[src/rtl/fetch_queue_if.sv]
// Handshake bundle between the IF stage, the fetch queue and the ID stage.
// The queue takes the slave modport; the IF/ID side takes master.
interface fetch_queue_if #(
   parameter int WORD_LEN  = 32,
   parameter int ADDR_BITS = 2
);
   logic [WORD_LEN-1:0]  IF_PC;
   logic [WORD_LEN-1:0]  IF_INSTRUCTION;
   logic                 IF_VALID;
   logic                 FLUSH;
   logic                 ID_READY;
   logic                 ID_VALID;
   logic [WORD_LEN-1:0]  ID_PC;
   logic [WORD_LEN-1:0]  ID_INSTRUCTION;
   logic                 FREEZE;
   logic [ADDR_BITS:0]   COUNT;

   modport master (
      output IF_PC, IF_INSTRUCTION, IF_VALID, FLUSH, ID_READY,
      input  ID_VALID, ID_PC, ID_INSTRUCTION, FREEZE, COUNT
   );

   modport slave (
      input  IF_PC, IF_INSTRUCTION, IF_VALID, FLUSH, ID_READY,
      output ID_VALID, ID_PC, ID_INSTRUCTION, FREEZE, COUNT
   );
endinterface

[src/rtl/fetch_queue.sv]
// Circular-buffer decoupling queue between instruction fetch and decode.
// FREEZE back-pressures IF when full; FLUSH discards every queued entry.
module fetch_queue #(
   parameter int WORD_LEN  = 32,
   parameter int DEPTH     = 4,
   parameter int ADDR_BITS = 2
) (
   input  logic          CLK,
   input  logic          RESET,
   fetch_queue_if.slave  bus
);

   localparam logic [ADDR_BITS:0] FULL_COUNT = (ADDR_BITS+1)'(DEPTH);

   logic [ADDR_BITS-1:0] wr_ptr_q, wr_ptr_d;
   logic [ADDR_BITS-1:0] rd_ptr_q, rd_ptr_d;
   logic [ADDR_BITS:0]   count_q, count_d;
   logic [WORD_LEN-1:0]  pc_mem_q    [DEPTH];
   logic [WORD_LEN-1:0]  instr_mem_q [DEPTH];

   logic full;
   logic not_empty;
   logic push;
   logic pop;

   assign full      = (count_q == FULL_COUNT);
   assign not_empty = (count_q != '0);
   // Full blocks the push even when a pop frees a slot this cycle.
   assign push      = bus.IF_VALID && !full && !bus.FLUSH;
   assign pop       = not_empty && bus.ID_READY && !bus.FLUSH;

   always_comb begin
      wr_ptr_d = wr_ptr_q;
      rd_ptr_d = rd_ptr_q;
      count_d  = count_q;
      if (bus.FLUSH) begin
         wr_ptr_d = '0;
         rd_ptr_d = '0;
         count_d  = '0;
      end else begin
         if (push) wr_ptr_d = wr_ptr_q + ADDR_BITS'(1);
         if (pop)  rd_ptr_d = rd_ptr_q + ADDR_BITS'(1);
         if (push && !pop)      count_d = count_q + (ADDR_BITS+1)'(1);
         else if (pop && !push) count_d = count_q - (ADDR_BITS+1)'(1);
      end
   end

   always_ff @(posedge CLK or negedge RESET) begin
      if (!RESET) begin
         wr_ptr_q <= '0;
         rd_ptr_q <= '0;
         count_q  <= '0;
      end else begin
         wr_ptr_q <= wr_ptr_d;
         rd_ptr_q <= rd_ptr_d;
         count_q  <= count_d;
      end
   end

   always_ff @(posedge CLK or negedge RESET) begin
      if (!RESET) begin
         for (int unsigned i = 0; i < DEPTH; i++) begin
            pc_mem_q[i]    <= '0;
            instr_mem_q[i] <= '0;
         end
      end else if (push) begin
         pc_mem_q[wr_ptr_q]    <= bus.IF_PC;
         instr_mem_q[wr_ptr_q] <= bus.IF_INSTRUCTION;
      end
   end

   // Storage survives a flush, so the head is masked whenever the queue is empty.
   assign bus.ID_VALID       = not_empty;
   assign bus.ID_PC          = not_empty ? pc_mem_q[rd_ptr_q]    : '0;
   assign bus.ID_INSTRUCTION = not_empty ? instr_mem_q[rd_ptr_q] : '0;
   assign bus.FREEZE         = full;
   assign bus.COUNT          = count_q;

endmodule

[src/flat_wrapper.sv]
// flat-port wrapper written by rule: the top's interface ports become plain ports
module fetch_queue_flat 
#(
   parameter int WORD_LEN  = 32,
   parameter int DEPTH     = 4,
   parameter int ADDR_BITS = 2
)
  (CLK, RESET, bus_IF_PC, bus_IF_INSTRUCTION, bus_IF_VALID, bus_FLUSH, bus_ID_READY, bus_ID_VALID, bus_ID_PC, bus_ID_INSTRUCTION, bus_FREEZE, bus_COUNT);
  fetch_queue_if #(.WORD_LEN(WORD_LEN), .ADDR_BITS(ADDR_BITS)) bus_i ();
  input  logic CLK;
  input  logic RESET;
  input wire logic [$bits(bus_i.IF_PC)-1:0] bus_IF_PC;
  input wire logic [$bits(bus_i.IF_INSTRUCTION)-1:0] bus_IF_INSTRUCTION;
  input wire logic [$bits(bus_i.IF_VALID)-1:0] bus_IF_VALID;
  input wire logic [$bits(bus_i.FLUSH)-1:0] bus_FLUSH;
  input wire logic [$bits(bus_i.ID_READY)-1:0] bus_ID_READY;
  output wire logic [$bits(bus_i.ID_VALID)-1:0] bus_ID_VALID;
  output wire logic [$bits(bus_i.ID_PC)-1:0] bus_ID_PC;
  output wire logic [$bits(bus_i.ID_INSTRUCTION)-1:0] bus_ID_INSTRUCTION;
  output wire logic [$bits(bus_i.FREEZE)-1:0] bus_FREEZE;
  output wire logic [$bits(bus_i.COUNT)-1:0] bus_COUNT;
  assign bus_i.IF_PC = bus_IF_PC;
  assign bus_i.IF_INSTRUCTION = bus_IF_INSTRUCTION;
  assign bus_i.IF_VALID = bus_IF_VALID;
  assign bus_i.FLUSH = bus_FLUSH;
  assign bus_i.ID_READY = bus_ID_READY;
  assign bus_ID_VALID = bus_i.ID_VALID;
  assign bus_ID_PC = bus_i.ID_PC;
  assign bus_ID_INSTRUCTION = bus_i.ID_INSTRUCTION;
  assign bus_FREEZE = bus_i.FREEZE;
  assign bus_COUNT = bus_i.COUNT;
  fetch_queue #(.WORD_LEN(WORD_LEN), .DEPTH(DEPTH), .ADDR_BITS(ADDR_BITS)) u_core (.CLK(CLK), .RESET(RESET), .bus(bus_i));
endmodule
[config.mk]
export PLATFORM = sky130hd
export DESIGN_NAME = fetch_queue_flat
export DESIGN_NICKNAME = d
export VERILOG_FILES = /design/src/rtl/fetch_queue_if.sv /design/src/rtl/fetch_queue.sv /design/src/flat_wrapper.sv
export SDC_FILE = /design/constraint.sdc
export NUM_CORES = 1
export LEC_CHECK = 0
export BUFFER_PORTS_ARGS = -buffer_cell sky130_fd_sc_hd__buf_2
export CAP_MARGIN = 20
export CORE_AREA = 2 2 177 179
export CTS_BUF_LIST = sky130_fd_sc_hd__clkbuf_8
export DETAILED_ROUTE_END_ITERATION = 12
export DIE_AREA = 0 0 179 181
export PLACE_DENSITY = 0.59
export SETUP_SLACK_MARGIN = 0.3
export SLEW_MARGIN = 20
export SYNTH_ARGS = -nofsm -noshare
export SYNTH_HDL_FRONTEND = slang
export SYNTH_SLANG_ARGS = --single-unit
export TNS_END_PERCENT = 100
[constraint.sdc]
create_clock -name CLK -period 2.55 [get_ports CLK]
set_clock_uncertainty 0.2 [all_clocks]
set_input_delay 0.255 -clock CLK [delete_from_list [all_inputs] [get_ports CLK]]
set_output_delay 0.255 -clock CLK [all_outputs]
set_load 0.05 [all_outputs]
==> results of run 1 <==
==> per-stage QoR <==
step | hold slack [ns] | setup TNS (ns) | instance area, sq um | utilization
CTS | 0.101 | -6.93 | 15700 | 0.518
finish | 0.125 | -3.50 | 17300 | 0.569
floorplan | -0.241 | 0 | 12100 | -
global route | 0.136 | -9.47 | 17300 | 0.569
global placement | -0.00577 | 0 | 13300 | 0.438
detailed placement | -0.00403 | 0 | 13300 | 0.438
==> placed cells by master, fill, tap and decap left out, types with 24 or more instances in the layout <==
master | synthesis | layout
buf_4 | 1 | 25
mux2_4 | 0 | 225
and2_1 | 64 | 54
dlygate4sd3_1 | 0 | 68
buf_12 | 0 | 26
dfrtp_1 | 263 | 258
buf_6 | 25 | 27
mux2_2 | 235 | 26
buf_2 | 11 | 118
mux4_2 | 64 | 64
inv_1 | 8 | 24
clkbuf_8 | 0 | 56
clkbuf_16 | 0 | 24
==> state kept, by name, indices dropped and copies added (netlist names) <==
register            flops
u_core.instr_mem_q    128
u_core.wr_ptr_q         2
u_core.rd_ptr_q         2
u_core.bus.COUNT        3
u_core.pc_mem_q       128
==> area by class of cell <==
cell class              count  share of cell area
clock inverters            20             0.00471
clock buffers              56              0.0446
repair buffers            307               0.189
inverters                   8             0.00203
multi-input cells         428               0.349
flip-flops and latches    263               0.382
well taps                 396              0.0287
==> what timing repair did <==
item | 4_1_cts | 5_1_grt
hold buffers | 71 | 0
setup buffers | 12 | 25
endpoints found under the setup margin | 66 | 292
cloned | 2 | 41
gates resized for setup | 204 | 129
pin swaps | 1 | 5
endpoints found under the hold margin | 526 | 0
==> tightest hold or removal path, stage by stage <==
cell and delay, ns:
dlygate4sd3_1 0.56, buf_8 0.17, buf_4 0.24
==> how the worst min path moves through the flow <==
stage,from,endpoint,slack [ns],depth (start not counted)
5_1_grt,RESET,u_core.instr_mem_q[127],0.14,3
4_1_cts,RESET,u_core.instr_mem_q[31],0.10,3
2_1_floorplan,RESET,u_core.bus.COUNT[0],-0.24,0
3_3_place_gp,RESET,u_core.instr_mem_q[115],-0.006,1
3_5_place_dp,RESET,u_core.instr_mem_q[115],-0.004,1
6_report,RESET,u_core.instr_mem_q[63],0.13,3
==> layer usage <==
metal / vias to the layer above / wire (microns) / track usage
met5: - / 0 / 0
met4: 0 / 575 / 0.0491
met3: 46 / 1690 / 0.0358
met2: 194 / 16100 / 0.276
met1: 4074 / 16300 / 0.248
li1: 3360 / - / -
==> logic make-up after synthesis <==
family / Yosys count / share of synthesized area
adders and majority gates: 5 / 0.00579
AOI/OAI and AO/OA: 16 / 0.00962
buffers and inverters: 60 / 0.0356
muxes: 322 / 0.359
DFF: 263 / 0.544
and+or+nand+nor: 82 / 0.0445
xor gates and xnor gates: 2 / 0.00145
==> power by group through the flow <==
stage,logic (mW),clock network (mW),registers (mW)
2_1_floorplan,7.15,0,6.62
3_3_place_gp,8.91,0,6.87
3_5_place_dp,9.02,0,6.93
4_1_cts,10.5,3.75,6.90
5_1_grt,11.9,3.95,7.19
6_report,11.3,3.64,6.98
==> cell usage after synthesis (all sizes together) <==
cell type,n
a211o,1
a211oi,1
a21oi,2
a31o,1
and2,64
buf,39
clkbuf,13
dfrtp,263
fa,1
ha,4
inv,8
mux2,257
mux2i,1
mux4,64
nand2,1
nand3,7
nand3b,1
nor2,7
nor2b,1
o211a,1
o211ai,1
o21a,1
o21ai,3
o311a,1
o311ai,1
o31ai,3
or3b,1
xor2,2
==> results.ini, run 1 <==
[global_route]
grt_max_degree = 75
grt_pass1_wl_mm = 44.7
grt-ovfl-total = 0
grt_pass1_vias = 8004
antenna_found_initial = 0
track_usage = 0.176

[power]
vdd_drop_max_mv = 1.30
internal_power_mw = 13.6
power.total_mw = 22.0
comb_power_share = 0.517
p_per_area_mw_per_mm2 = 1270
power_frac_clock = 0.166
p_seq_frac = 0.318
p_sw_mw = 8.38
swShare = 0.382
leakage_nw = 8.66

[setup_path]
critPathMaxStageDelay_ns = 0.53
setup.worst_path.end = bus_ID_INSTRUCTION[27]
reg2reg_from = u_core.bus.COUNT[0]
critical_path_arrival_ns = 2.21
crit_start = u_core.rd_ptr_q[0]
cp-end-kind = primary output
r2r_slack_ns = 0.15
crit_chain = buf_12, mux4_2, and2_1, buf_2
crit_type = flip-flop to primary output
worstPathMaxFanout = 24
cp_top_family = multiplexers
r2r-end = u_core.instr_mem_q[41]
cp.required_ns = 2.10
critPathBufInv = 2
cp.depth = 4
r2r_cells = 9
cp-start-kind = flip-flop
crit_slowest_cell = mux4_2

[status]
failed_checks = setup timing
status = finished with violations

[timing]
rsz0062_at_grt = true
tightest_slew_ns = 0.607
setup_violations = 62
period_needed_ns = 2.66
layout_setup_ws_ns = -0.111
fmax_mhz = 376
slew_headroom = 0.594
hold_viol = 0
fin_crit_sh = 1.04
slew_violations = 0

[clocking]
clk_latency_ns = 0.54
cts_root_buffer = clkbuf_8
cts.path.max_buffers = 3
cts_tree = built
cts_max_level = 2
clock_sinks = 263
clk_pin_slew_ns = 0.06
cts_buffers = 47

[job]
cap_violations = 0

[routing]
wl_mm = 34.7
ant_nets = 0
drt_pass1_iterations = 5
dr_total_vias = 7674
drt_iter0_markers = 454
avgRoutedWirePerCell_microns = 23.4
drc = 0
via_per_inst = 5.19

[placed_design]
hpwlAfterDp_mm = 15.6
place_ws_ns = 0.335
finalWeightedCongestion = 0.702
place_inst = 1252
numPortBuffers = 137

[finish]
area_growth_pct = 42.7
layout-drive-gt1-share = 0.597
final_cell_count_no_fill = 1478
diodes = 0
multi_input_area_sq_mm = 0.00603
final_nets = 1129
num-fill-cells = 2445
regArea_sq_mm = 0.00659

[min_path]
hold_class = input port to async pin

[synth]
synth_area_leader_cell = dfrtp_1
synth_top_area_share = 0.544
yosys_warnings = 0
synth_cell_types = 33
ys_seq_elements = 263
syn_nets = 824
synth.area.top_cells = dfrtp_1 (54%), mux2_2 (22%), mux4_2 (12%)
syn-cell-area_sq_mm = 0.0121
yosysSeqAreaShare = 0.544
synth.avg_cell_area_sq_um = 16.1
synthCells = 750

[die]
initial_utilization = 0.399
num_rows = 64
io-pin-count = 138
die_height_microns = 181
core_area_sq_mm = 0.0303
die_x_microns = 179
dieArea_sq_mm = 0.0324

Note: power is estimated with default switching activity, not from simulation.
==> run 2, diff against run 1 <==
Settings changed: CELL_PAD_IN_SITES_DETAIL_PLACEMENT from default to 1, CELL_PAD_IN_SITES_GLOBAL_PLACEMENT from default to 1, PLACE_DENSITY 0.59 to 0.67.
==> run 2 against run 1 <==
Net effect: the flow still finishes with violations (setup timing); critical endpoint is now bus_ID_PC[8]; sequential share of layout area rose by 0.91 points; via count fell by 2.6%; flip-flop and latch count did not move; first-iteration DRC count fell by 40%; global-route usage rose by 2.0 points.
==> results.ini, run 2 (synthesis gave the netlist of run 1 again) <==
[die]
core_area_sq_mm = 0.0303
num_rows = 64
die_height_microns = 181
initial_utilization = 0.399
dieArea_sq_mm = 0.0324
io-pin-count = 138
die_x_microns = 179

[setup_path]
crit_chain = buf_12, buf_12, buf_16, mux4_2, and2_4, buf_8
critPathMaxStageDelay_ns = 0.52
r2r_slack_ns = 0.22
worst_path_most_repeated_cell = buf_12
crit_type = flip-flop to primary output
critPathBufInv = 4
cp.required_ns = 2.10
cp-end-kind = primary output
worstPathMaxFanout = 5
r2r-end = u_core.pc_mem_q[86]
r2r_cells = 8
cp-start-kind = flip-flop
cp_top_family = buffers and inverters
critical_path_arrival_ns = 2.25
reg2reg_from = u_core.bus.COUNT[0]
crit_slowest_cell = dfrtp_4

[timing]
fin_crit_sh = 1.06
setup_violations = 61
slew_violations = 0
layout_setup_ws_ns = -0.154
hold-worst-slack_ns = 0.0382
period_needed_ns = 2.70
tightest_slew_ns = 0.529
fmax_mhz = 370
hold_viol = 0
rsz0062_at_grt = true
slew_headroom = 0.648

[routing]
drt_iter0_markers = 271
wl_mm = 32.5
via_per_inst = 5.14
drc = 0
ant_nets = 0
dr_total_vias = 7477
avgRoutedWirePerCell_microns = 22.3
drt_pass1_iterations = 4

[clocking]
cts_max_level = 2
clk_latency_ns = 0.56
cts_root_buffer = clkbuf_8
clock_sinks = 263
cts_tree = built
clk_pin_slew_ns = 0.06
cts_buffers = 48
cts.path.max_buffers = 3

[placed_design]
placed_area_sq_mm = 0.0133
finalWeightedCongestion = 0.706
place_inst = 1260
hpwlAfterDp_mm = 17.1
numPortBuffers = 137

[finish]
final_nets = 1096
diodes = 0
most-common-layout-cells = dfrtp_1 (258), mux2_4 (128), mux2_2 (126), buf_2 (70), dlygate4sd3_1 (69)
post-route-util = 0.555
num-fill-cells = 2847
area_growth_pct = 39.3
layout_commonest_cell = dfrtp_1
design_area_sq_mm = 0.0169
final_cell_count_no_fill = 1456
layout-drive-gt1-share = 0.634

[global_route]
antenna_found_initial = 0
grt_pass1_vias = 8565
track_usage = 0.195
grt_pass1_wl_mm = 48.8
grt_max_degree = 65
grt-ovfl-total = 0

[power]
leakage_nw = 8.10
vdd_drop_max_mv = 0.925
power.total_mw = 24.0
p_per_area_mw_per_mm2 = 1430

[status]
status = finished with violations
failed_checks = setup timing

[job]
cap_violations = 0

[min_path]
hold_class = input port to async pin

==> run 2: layer usage <==
layer  routed length, microns  vias up  GRT usage
met5                        0        -          0
met4                      454        0     0.0511
met3                     1070       40     0.0311
met2                    16500      138      0.336
met1                    14500     3996      0.255
li1                         -     3303          -
==> run 2: area by class of cell <==
cell class                 instances  area, sq um  area share
clock buffer                      57          785      0.0465
clock inverter                    31          140     0.00831
inverter                           8         32.5     0.00193
multi-input combinational        427         5780       0.343
sequential                       263         6590       0.391
tap                              396          495      0.0294
timing repair buffer             274         3030       0.180
==> run 2: how the worst max path moves through the flow <==
| stage | start | endpoint | cells after the start |
|---|---|---|---|
| finish | u_core.rd_ptr_q[0] | bus_ID_PC[8] | 6 |
| global route | u_core.rd_ptr_q[0] | bus_ID_INSTRUCTION[28] | 6 |
| CTS | u_core.rd_ptr_q[0] | bus_ID_INSTRUCTION[28] | 6 |
| detailed placement | u_core.bus.COUNT[0] | u_core.bus.COUNT[1] | 6 |
| global placement | u_core.rd_ptr_q[0] | bus_ID_INSTRUCTION[1] | 4 |
| floorplan | u_core.bus.COUNT[0] | u_core.bus.COUNT[2] | 8 |
==> run 2: report_power, final <==
part / internal [mW] / switching, mW
sequential: 5.98 / 0.988
combinational: 7.07 / 6.18
clock: 2.04 / 1.78
total: 15.1 / 8.94
==> run 2: timing repair <==
action | 4_1_cts | 5_1_grt
cloned | 6 | 8
pin swaps | 6 | 31
setup buffers | 14 | 11
hold buffers | 69 | 0
resized for setup | 222 | 183
endpoints found under the hold margin | 526 | 0
setup endpoints to repair | 67 | 114
==> run 2: stage by stage <==
| step | setup TNS (ns) | worst slack [ns] |
|---|---|---|
| floorplan | 0 | 0.134 |
| global placement | 0 | 0.322 |
| detailed placement | 0 | 0.307 |
| CTS | -7.08 | -0.180 |
| global route | -9.51 | -0.222 |
| finish | -4.68 | -0.154 |
==> run 3, diff against run 2 <==
Settings changed: BUFFER_PORTS_ARGS -buffer_cell sky130_fd_sc_hd__buf_2 to default, DONT_BUFFER_PORTS from default to 1, PLACE_DENSITY 0.67 to 0.63, SKIP_CTS_REPAIR_TIMING from default to 1.
==> run 3 against run 2 <==
Net effect: the flow finishes with violations (hold timing, setup timing); cell count is 9.6% lower; final area is 11% lower; non-clock buffer count is 138 lower; flip-flop and latch count stayed put; power is 11% lower; worst hold slack worse by 0.80 ns; sequential power is 1% lower; first-iteration DRC count is 4.4% lower; global-route usage is 1.8 points lower; wire length is 10% lower.
==> results.ini, run 3 (synthesis gave the netlist of run 1 again) <==
[setup_path]
crit_chain = buf_12, clkbuf_16, mux4_2, and2_4, buf_6
cp.required_ns = 2.10
cp-start-kind = flip-flop
reg2reg_from = u_core.bus.COUNT[0]
r2r_cells = 6
worstPathMaxFanout = 9
crit_type = flip-flop to primary output
critical_path_arrival_ns = 2.17
cp_top_family = buffers and inverters
critPathBufInv = 3
critPathMaxStageDelay_ns = 0.50
r2r-end = u_core.bus.COUNT[2]
cp-end-kind = primary output
r2r_slack_ns = 0.41
crit_slowest_cell = mux4_2

[global_route]
antenna_found_initial = 5
grt_max_degree = 264
track_usage = 0.178
grt-ovfl-total = 0
grt_pass1_wl_mm = 44.5
grt_pass1_vias = 8021

[power]
p_per_area_mw_per_mm2 = 1420
vdd_drop_max_mv = 0.778
leakage_nw = 6.68

[timing]
tightest_slew_ns = 0.900
slew_headroom = 0.400
fin_crit_sh = 1.03
layout_setup_ws_ns = -0.0779
rsz0062_at_grt = true
setup_violations = 43
hold-worst-slack_ns = -0.763
hold_viol = 263
slew_violations = 0
period_needed_ns = 2.63
fmax_mhz = 381

[finish]
most-common-layout-cells = dfrtp_1 (258), mux2_2 (235), dlygate4sd3_1 (68), mux4_2 (64)
num-fill-cells = 2904
layout-drive-gt1-share = 0.558
final_nets = 957
layout_commonest_cell = dfrtp_1
regArea_sq_mm = 0.00659
post-route-util = 0.494
design_area_sq_mm = 0.0150
multi_input_area_sq_mm = 0.00526
final_cell_count_no_fill = 1316
area_growth_pct = 23.9

[min_path]
hold_class = input port to async pin

[job]
cap_violations = 0

[routing]
wl_met2_mm = 14.9
avgRoutedWirePerCell_microns = 22.2
top_layer_used = met4
drt_pass1_iterations = 4
ant_nets = 0
wl_met1_mm = 12.3
via_per_inst = 5.32
drt_iter0_markers = 259
drc = 0
routed-wl-met3_mm = 1.38
dr_total_vias = 7000
wl_mm = 29.2

[die]
die_height_microns = 181
die_x_microns = 179
initial_utilization = 0.399
dieArea_sq_mm = 0.0324
core_area_sq_mm = 0.0303
io-pin-count = 138
num_rows = 64

[clocking]
cts_max_level = 2
cts_root_buffer = clkbuf_8
cts_tree = built
cts.path.max_buffers = 3
cts_buffers = 47
clk_pin_slew_ns = 0.06
clk_latency_ns = 0.54
clock_sinks = 263

[status]
status = finished with violations
failed_checks = hold timing, setup timing

[placed_design]
finalWeightedCongestion = 0.691
hpwlAfterDp_mm = 17.7
placed_area_sq_mm = 0.0129
place_ws_ns = 0.365
place_inst = 1150
numPortBuffers = 0

run 3: cell type report:
| type | instances | area share |
|---|---|---|
| antenna | 5 | 0.000835 |
| clock buffer | 58 | 0.0533 |
| clock inverter | 23 | 0.00751 |
| inverter | 8 | 0.00225 |
| multi-input combinational | 427 | 0.351 |
| sequential | 263 | 0.440 |
| tap | 396 | 0.0331 |
| timing repair buffer | 136 | 0.112 |
run 3: power breakdown:
| part | internal [mW] | total [mW] | switching (mW) |
|---|---|---|---|
| Combinational | 5.10 | 10.6 | 5.49 |
| Sequential | 5.97 | 6.88 | 0.911 |
| Clock | 2.05 | 3.80 | 1.74 |
| Total | 13.1 | 21.3 | 8.15 |
run 3: stage by stage:
step / power, mW / setup TNS [ns]
finish: 21.3 / -1.39
global route: 22.4 / -7.08
CTS: 20.0 / -11.99
detailed placement: 16.1 / 0
global placement: 15.7 / 0
floorplan: 13.8 / 0
run 3: worst max path at each step:
stage	start	end	slack, ns	depth (start not counted)
floorplan	u_core.bus.COUNT[0]	u_core.bus.COUNT[2]	0.13	8
global placement	u_core.rd_ptr_q[0]	bus_ID_INSTRUCTION[5]	0.40	3
detailed placement	u_core.bus.COUNT[1]	bus_ID_PC[29]	0.36	6
CTS	u_core.bus.COUNT[1]	bus_ID_PC[29]	-0.24	6
global route	u_core.rd_ptr_q[0]	bus_ID_PC[13]	-0.17	5
finish	u_core.rd_ptr_q[0]	bus_ID_PC[13]	-0.08	5
run 3: per-layer routing:
layer / vias to the layer above / track usage
li1: 3029 / -
met1: 3793 / 0.214
met2: 130 / 0.307
met3: 48 / 0.0530
met4: 0 / 0.0504
met5: - / 0
